## config.mk

```make
export PLATFORM = sky130hd
export DESIGN_NAME = display_mux_flat
export DESIGN_NICKNAME = d
export VERILOG_FILES = /design/src/rtl/display_mux_pkg.sv /design/src/rtl/display_mux_if.sv /design/src/rtl/display_mux_tick_div.sv /design/src/rtl/display_mux.sv /design/src/flat_wrapper.sv
export SDC_FILE = /design/constraint.sdc
export NUM_CORES = 1
export LEC_CHECK = 0
export ABC_AREA = 1
export ABC_CLOCK_PERIOD_IN_PS = 2340
export BUFFER_PORTS_ARGS = -buffer_cell sky130_fd_sc_hd__buf_4
export CORE_UTILIZATION = 55
export DETAILED_ROUTE_END_ITERATION = 10
export PLACE_DENSITY = 0.8
export REMOVE_ABC_BUFFERS = 1
export SLEW_MARGIN = 20
export SYNTH_ARGS = -nofsm -noshare
export SYNTH_HDL_FRONTEND = slang
export SYNTH_HIERARCHICAL = 1
export SYNTH_SLANG_ARGS = --single-unit
```

## constraint.sdc

```tcl
create_clock -name mux_clk -period 2.34 [get_ports mux_clk]
set_input_delay 0.234 -clock mux_clk [delete_from_list [all_inputs] [get_ports mux_clk]]
set_output_delay 0.234 -clock mux_clk [all_outputs]
set_load 0.03 [all_outputs]
```

## src/rtl/display_mux_pkg.sv

```systemverilog
// Shared types for the six-digit multiplexed clock display driver.
package display_mux_pkg;

  localparam int N_DIGITS = 6;

  typedef enum logic {
    GUARD = 1'b0,
    ON    = 1'b1
  } slot_state_e;

  typedef logic [2:0] digit_idx_t;

  localparam digit_idx_t LAST_IDX = digit_idx_t'(N_DIGITS - 1);

  function automatic logic [3:0] frame_nibble(input logic [4*N_DIGITS-1:0] frame,
                                              input digit_idx_t idx);
    logic [3:0] nib;
    nib = frame[3:0];
    for (int i = 0; i < N_DIGITS; i++) begin
      if (idx == digit_idx_t'(i)) nib = frame[4*i +: 4];
    end
    return nib;
  endfunction

endpackage

```

## src/rtl/display_mux_if.sv

```systemverilog
// Display bus: digit/control inputs, shared decoder loop and panel drive outputs.
interface display_mux_if;
  import display_mux_pkg::*;

  logic [4*N_DIGITS-1:0] mux_digits_in;
  logic                  mux_blank_lead_in;
  logic [N_DIGITS-1:0]   mux_blink_mask_in;
  logic [3:0]            mux_bcd_out;
  logic [6:0]            mux_seg_in;
  logic [6:0]            mux_seg_out;
  logic [N_DIGITS-1:0]   mux_an_out;
  logic                  mux_dp_out;

  modport master (
    output mux_digits_in, mux_blank_lead_in, mux_blink_mask_in, mux_seg_in,
    input  mux_bcd_out, mux_seg_out, mux_an_out, mux_dp_out
  );

  modport slave (
    input  mux_digits_in, mux_blank_lead_in, mux_blink_mask_in, mux_seg_in,
    output mux_bcd_out, mux_seg_out, mux_an_out, mux_dp_out
  );

endinterface

```

## src/rtl/display_mux_tick_div.sv

```systemverilog
// Free-running prescaler: counts 0..DIV-1 and flags the last count as tick.
module tick_div #(
  parameter int DIV = 50000
) (
  input  logic clk_i,
  input  logic rst_i,
  output logic tick
);

  localparam int CW = (DIV > 1) ? $clog2(DIV) : 1;
  localparam logic [CW-1:0] LAST = CW'(DIV - 1);

  logic [CW-1:0] cnt_q, cnt_d;

  assign tick  = (cnt_q == LAST);
  assign cnt_d = tick ? '0 : cnt_q + 1'b1;

  always_ff @(posedge clk_i or posedge rst_i) begin
    if (rst_i) cnt_q <= '0;
    else       cnt_q <= cnt_d;
  end

endmodule

```

## src/rtl/display_mux.sv

```systemverilog
// Six-digit multiplexed 7-segment driver with anti-ghost guard cycle and frame latch.
// Optional blink support is compiled in with DISPLAY_MUX_BLINK_EN.
module display_mux
  import display_mux_pkg::*;
#(
  parameter int SCAN_DIV     = 50000,
  parameter int BLINK_FRAMES = 83
) (
  input  logic         mux_clk,
  input  logic         mux_rst,
  display_mux_if.slave bus
);

  logic                  tick, wrap;
  digit_idx_t            idx_q, idx_d;
  slot_state_e           state_q, state_d;
  logic [4*N_DIGITS-1:0] frame_q, frame_d;
  logic [3:0]            bcd_q, bcd_d;
  logic [N_DIGITS-1:0]   an_q, an_d;
  logic                  phase_on, mask_blank, lead_blank, blanked;

  tick_div #(.DIV(SCAN_DIV)) u_div (
    .clk_i (mux_clk),
    .rst_i (mux_rst),
    .tick  (tick)
  );

  assign wrap = tick && (idx_q == LAST_IDX);

  always_comb begin
    idx_d   = idx_q;
    state_d = state_q;
    frame_d = frame_q;
    bcd_d   = bcd_q;
    if (tick) begin
      state_d = GUARD;
      if (wrap) begin
        idx_d   = '0;
        frame_d = bus.mux_digits_in;
      end else begin
        idx_d = idx_q + 3'd1;
      end
      bcd_d = frame_nibble(frame_d, idx_d);
    end else if (state_q == GUARD) begin
      state_d = ON;
    end
    an_d = (state_d == ON) ? ({{(N_DIGITS-1){1'b0}}, 1'b1} << idx_d) : '0;
  end

  always_ff @(posedge mux_clk or posedge mux_rst) begin
    if (mux_rst) begin
      idx_q   <= '0;
      state_q <= GUARD;
      frame_q <= '0;
      bcd_q   <= '0;
      an_q    <= '0;
    end else begin
      idx_q   <= idx_d;
      state_q <= state_d;
      frame_q <= frame_d;
      bcd_q   <= bcd_d;
      an_q    <= an_d;
    end
  end

`ifdef DISPLAY_MUX_BLINK_EN
  localparam int FCW = $clog2(BLINK_FRAMES + 1);
  localparam logic [FCW-1:0] FRAME_LAST = FCW'(BLINK_FRAMES - 1);

  logic [FCW-1:0] fcnt_q, fcnt_d;
  logic           phase_q, phase_d;

  // Phase flips once every BLINK_FRAMES completed frames.
  always_comb begin
    fcnt_d  = fcnt_q;
    phase_d = phase_q;
    if (wrap) begin
      if (fcnt_q == FRAME_LAST) begin
        fcnt_d  = '0;
        phase_d = ~phase_q;
      end else begin
        fcnt_d = fcnt_q + 1'b1;
      end
    end
  end

  always_ff @(posedge mux_clk or posedge mux_rst) begin
    if (mux_rst) begin
      fcnt_q  <= '0;
      phase_q <= 1'b1;
    end else begin
      fcnt_q  <= fcnt_d;
      phase_q <= phase_d;
    end
  end

  assign phase_on   = phase_q;
  assign mask_blank = bus.mux_blink_mask_in[idx_q] && !phase_q;
`else
  logic unused_blink;
  assign unused_blink = ^{bus.mux_blink_mask_in, (BLINK_FRAMES > 0)};
  assign phase_on     = 1'b1;
  assign mask_blank   = 1'b0;
`endif

  assign lead_blank = (idx_q == LAST_IDX) && (bcd_q == 4'd0) && bus.mux_blank_lead_in;
  assign blanked    = lead_blank || mask_blank;

  assign bus.mux_bcd_out = bcd_q;
  assign bus.mux_an_out  = an_q;
  assign bus.mux_seg_out = ((state_q == ON) && !blanked) ? bus.mux_seg_in : 7'd0;
  assign bus.mux_dp_out  = (state_q == ON) && ((idx_q == 3'd2) || (idx_q == 3'd4)) && phase_on;

endmodule

```

## src/flat_wrapper.sv

```systemverilog
// flat-port wrapper written by rule: the top's interface ports become plain ports
module display_mux_flat import display_mux_pkg::*;
#(
  parameter int SCAN_DIV     = 50000,
  parameter int BLINK_FRAMES = 83
)
  (mux_clk, mux_rst, bus_mux_digits_in, bus_mux_blank_lead_in, bus_mux_blink_mask_in, bus_mux_seg_in, bus_mux_bcd_out, bus_mux_seg_out, bus_mux_an_out, bus_mux_dp_out);
  display_mux_if bus_i ();
  input  logic mux_clk;
  input  logic mux_rst;
  input wire logic [$bits(bus_i.mux_digits_in)-1:0] bus_mux_digits_in;
  input wire logic [$bits(bus_i.mux_blank_lead_in)-1:0] bus_mux_blank_lead_in;
  input wire logic [$bits(bus_i.mux_blink_mask_in)-1:0] bus_mux_blink_mask_in;
  input wire logic [$bits(bus_i.mux_seg_in)-1:0] bus_mux_seg_in;
  output wire logic [$bits(bus_i.mux_bcd_out)-1:0] bus_mux_bcd_out;
  output wire logic [$bits(bus_i.mux_seg_out)-1:0] bus_mux_seg_out;
  output wire logic [$bits(bus_i.mux_an_out)-1:0] bus_mux_an_out;
  output wire logic [$bits(bus_i.mux_dp_out)-1:0] bus_mux_dp_out;
  assign bus_i.mux_digits_in = bus_mux_digits_in;
  assign bus_i.mux_blank_lead_in = bus_mux_blank_lead_in;
  assign bus_i.mux_blink_mask_in = bus_mux_blink_mask_in;
  assign bus_i.mux_seg_in = bus_mux_seg_in;
  assign bus_mux_bcd_out = bus_i.mux_bcd_out;
  assign bus_mux_seg_out = bus_i.mux_seg_out;
  assign bus_mux_an_out = bus_i.mux_an_out;
  assign bus_mux_dp_out = bus_i.mux_dp_out;
  display_mux #(.SCAN_DIV(SCAN_DIV), .BLINK_FRAMES(BLINK_FRAMES)) u_core (.mux_clk(mux_clk), .mux_rst(mux_rst), .bus(bus_i));
endmodule
```

==> results.yml <==
route:
  drtAntennaViolNets: 0
  avgViaCountPerCell: 4.90
  route.detailed.drc: 0
  drtIter0Drc: 136
  drt-total-wl_mm: 5.83
  post_drt_wl_per_cell_um: 11.4
  dr_total_vias: 2498
  first_pass_iters: 4
yosys:
  synth-adder-area-share_pct: 2.17
  synth_edf_count: 0
  yosys_warnings: 6
  async_flop_share_pct: 100
  yosysSeqAreaShare_pct: 46.9
  netlist_instances: 376
  ys_ff_latch: 54
  muxShareOfSynthArea_pct: 1.39
  synth-compound-area-share_pct: 3.74
  synth_top_family_by_area: "simple AND/OR/NAND/NOR gates"
  syn_avg_cell_area_um2: 7.66
  synth-simple-area-share_pct: 33.6
  yosysUniqueCellTypes: 29
  syn-cell-area_mm2: 0.00288
  synthXorXnorAreaFrac_pct: 1.52
  ys.flop_type: "dfrtp_1"
finish:
  post-route-util_pct: 72.5
  drive_gt1_share_pct: 21.9
  final_net_count: 488
  syn2layout_area_growth_pct: 22.9
  antenna_cells: 0
clock_network:
  cts_root_buffer: "clkbuf_8"
  clk_latency_ps: 310
  tritoncts: "done"
  cts_made_buffers: 5
  clk_path_buf_depth: 2
  ctsHoldBuffers: 0
  path_clk_slew_ps: 100
  h-tree-depth: 2
  clkSinkCount: 54
sta:
  hold_viol_final: 13
  setup_viol: 0
  fmax_mhz: 463
  rsz0062_at_grt: "no"
  period_needed_ps: 2160
  setup-tns-final_ps: 0
  slew_viol_final: 0
  hold_slack_ps: -11.3
  max_slew_margin_pct: 60.5
  skew_ps: 11.1
  tightest_slew_ps: 591
  fin_crit_sh_pct: 92.3
worst_setup_path:
  slowest_delay_ps: 410
  crit_family: "buffers and inverters"
  worst-setup-path-type: "flip-flop to primary output"
  path_cells: "inv_1, ha_4, nand2_2, o41ai_2, buf_4, nor2_1, buf_4"
  critPathSlowestCell: "dfrtp_1"
  crit_arrival_ps: 1930
  worstPathBufferInverterCount: 3
  startpoint_type: "flip-flop"
  cp-end-kind: "primary output"
  timing.critical_path.mode_cell: "buf_4"
  worstReg2RegStart: "u_core/u_div/cnt_q[0]"
  r2r_cells: 14
  r2r_setup_slack_ps: 200
  crit_fanout: 7
  required_ps: 2110
  r2r-end: "u_core/bus.mux_bcd_out[2]"
floorplan:
  dieArea_mm2: 0.00553
  start_util_pct: 59.0
  die_y_um: 74.4
  io_pins: 58
  rows: 25
  die_w_um: 74.4
  coreArea_mm2: 0.00488
power:
  irDropWorstVdd_mv: 0.412
  powerDensity_mw_per_mm2: 471
  leakagePower_nw: 1.99
place:
  io_buffers: 51
  routabilityCongestion: 0.854
  dpl.hpwl_mm: 4.28
global_routing:
  grtUsageTotal_pct: 23.4
  grt_pass1_vias: 2327
  grt_first_pass_wirelength_mm: 9.87
  grt.overflow.total: 0
  grt_max_degree: 39
  antenna_found_initial: 0
flow_run:
  cap_violations: 0
run_status:
  violations: "negative hold slack"
  status: "finished, violations left"
min_path:
  hold_class: "primary input to async pin"
-- report_power, final --
group          switching [W]  internal, W
logic              0.0000477    0.0000486
clock network       0.000293     0.000343
registers        0.000000908     0.000936
-- cells in the mapped netlist (4+ instances only) --
| master | count | area [um2] |
|---|---|---|
| dfrtp_1 | 54 | 1350 |
| inv_1 | 65 | 244 |
| nand2_2 | 10 | 62.6 |
| a31oi_1 | 5 | 31.3 |
| nand3_1 | 18 | 90.1 |
| xor2_1 | 5 | 43.8 |
| nand2_1 | 122 | 458 |
| nand4_1 | 6 | 37.5 |
| mux2i_1 | 4 | 40.0 |
| nor2_1 | 46 | 173 |
| a21oi_1 | 7 | 35.0 |
| ha_1 | 5 | 62.6 |
-- what timing repair did --
action / CTS / global route
setup endpoints to repair: 0 / 11
setup buffers: 0 / 4
hold endpoints to repair: 0 / 0
resized for setup: 0 / 4
-- metrics by stage --
step / total power (W) / cell area, um2 / cells / hold WS, ps / setup WS (ps)
after detailed placement: 0.00105 / 3370 / 498 / 346 / 169
after global routing: 0.00172 / 3540 / 510 / 42.3 / 16.0
after CTS: 0.00168 / 3480 / 505 / 6.93 / 10.9
after floorplan: 0.000993 / 2830 / 370 / 148 / 101
after global placement: 0.00105 / 3370 / 498 / 344 / 219
final: 0.00167 / 3540 / 510 / -11.3 / 180
-- per-layer routing --
layer | vias to the layer above | global-route usage [%] | wire length [um]
met5 | - | 0 | 0
met4 | 0 | 6.08 | 46
met3 | 5 | 4.20 | 258
met2 | 58 | 40.7 | 2840
met1 | 1164 | 30.2 | 2690
li1 | 1271 | - | -
-- cell usage in the layout (no fill, tap or decap), types with 3 or more instances in the layout --
cell	instances
nand2_1	122
buf_4	65
inv_1	65
dfrtp_1	53
nor2_1	46
nand3_1	18
nand2_2	10
a21oi_1	7
clkbuf_8	6
nand4_1	6
a31oi_1	5
xor2_1	5
mux2i_1	4
ha_1	4
nand3_4	3
o21ai_1	3
nor3_1	3
-- how the worst max path moves through the flow --
stage	start	endpoint	slack, ps	cells past startpoint
finish	u_core/idx_q[1]	bus_mux_seg_out[4]	180	7
global route	u_core/idx_q[1]	bus_mux_seg_out[5]	20	7
CTS	u_core/idx_q[1]	bus_mux_seg_out[4]	10	7
detailed placement	u_core/u_div/cnt_q[0]	u_core/bus.mux_bcd_out[2]	170	14
global placement	u_core/u_div/cnt_q[0]	u_core/bus.mux_bcd_out[2]	220	16
floorplan	u_core/u_div/cnt_q[0]	u_core/bus.mux_bcd_out[1]	100	16
-- cells by family (layout without fill, tap and decap cells) --
group,count (synthesis),in the layout
xor+xnor,5,5
flops,54,54
fa+ha+maj,5,5
buf+inv,74,140
simple gates,216,217
mux,4,4
compound gates,18,18
-- registers in the layout, indices dropped and copies added (netlist names) --
| signal | count |
|---|---|
| u_core/idx_q | 3 |
| u_core/frame_q | 24 |
| u_core/state_q | 1 |
| u_core/bus.mux_bcd_out | 4 |
| u_core/bus.mux_an_out | 6 |
| u_core/u_div/cnt_q | 16 |
-- area by class of cell --
class / instances / area, um2
multi-input cells: 249 / 1240
well taps: 67 / 83.8
inverters: 68 / 258
fillers: 392 / 1340
clock inverters: 1 / 30.0
clock buffers: 6 / 82.6
flip-flops and latches: 54 / 1350
repair buffers: 65 / 488
Power figures use the tool's default switching activity.
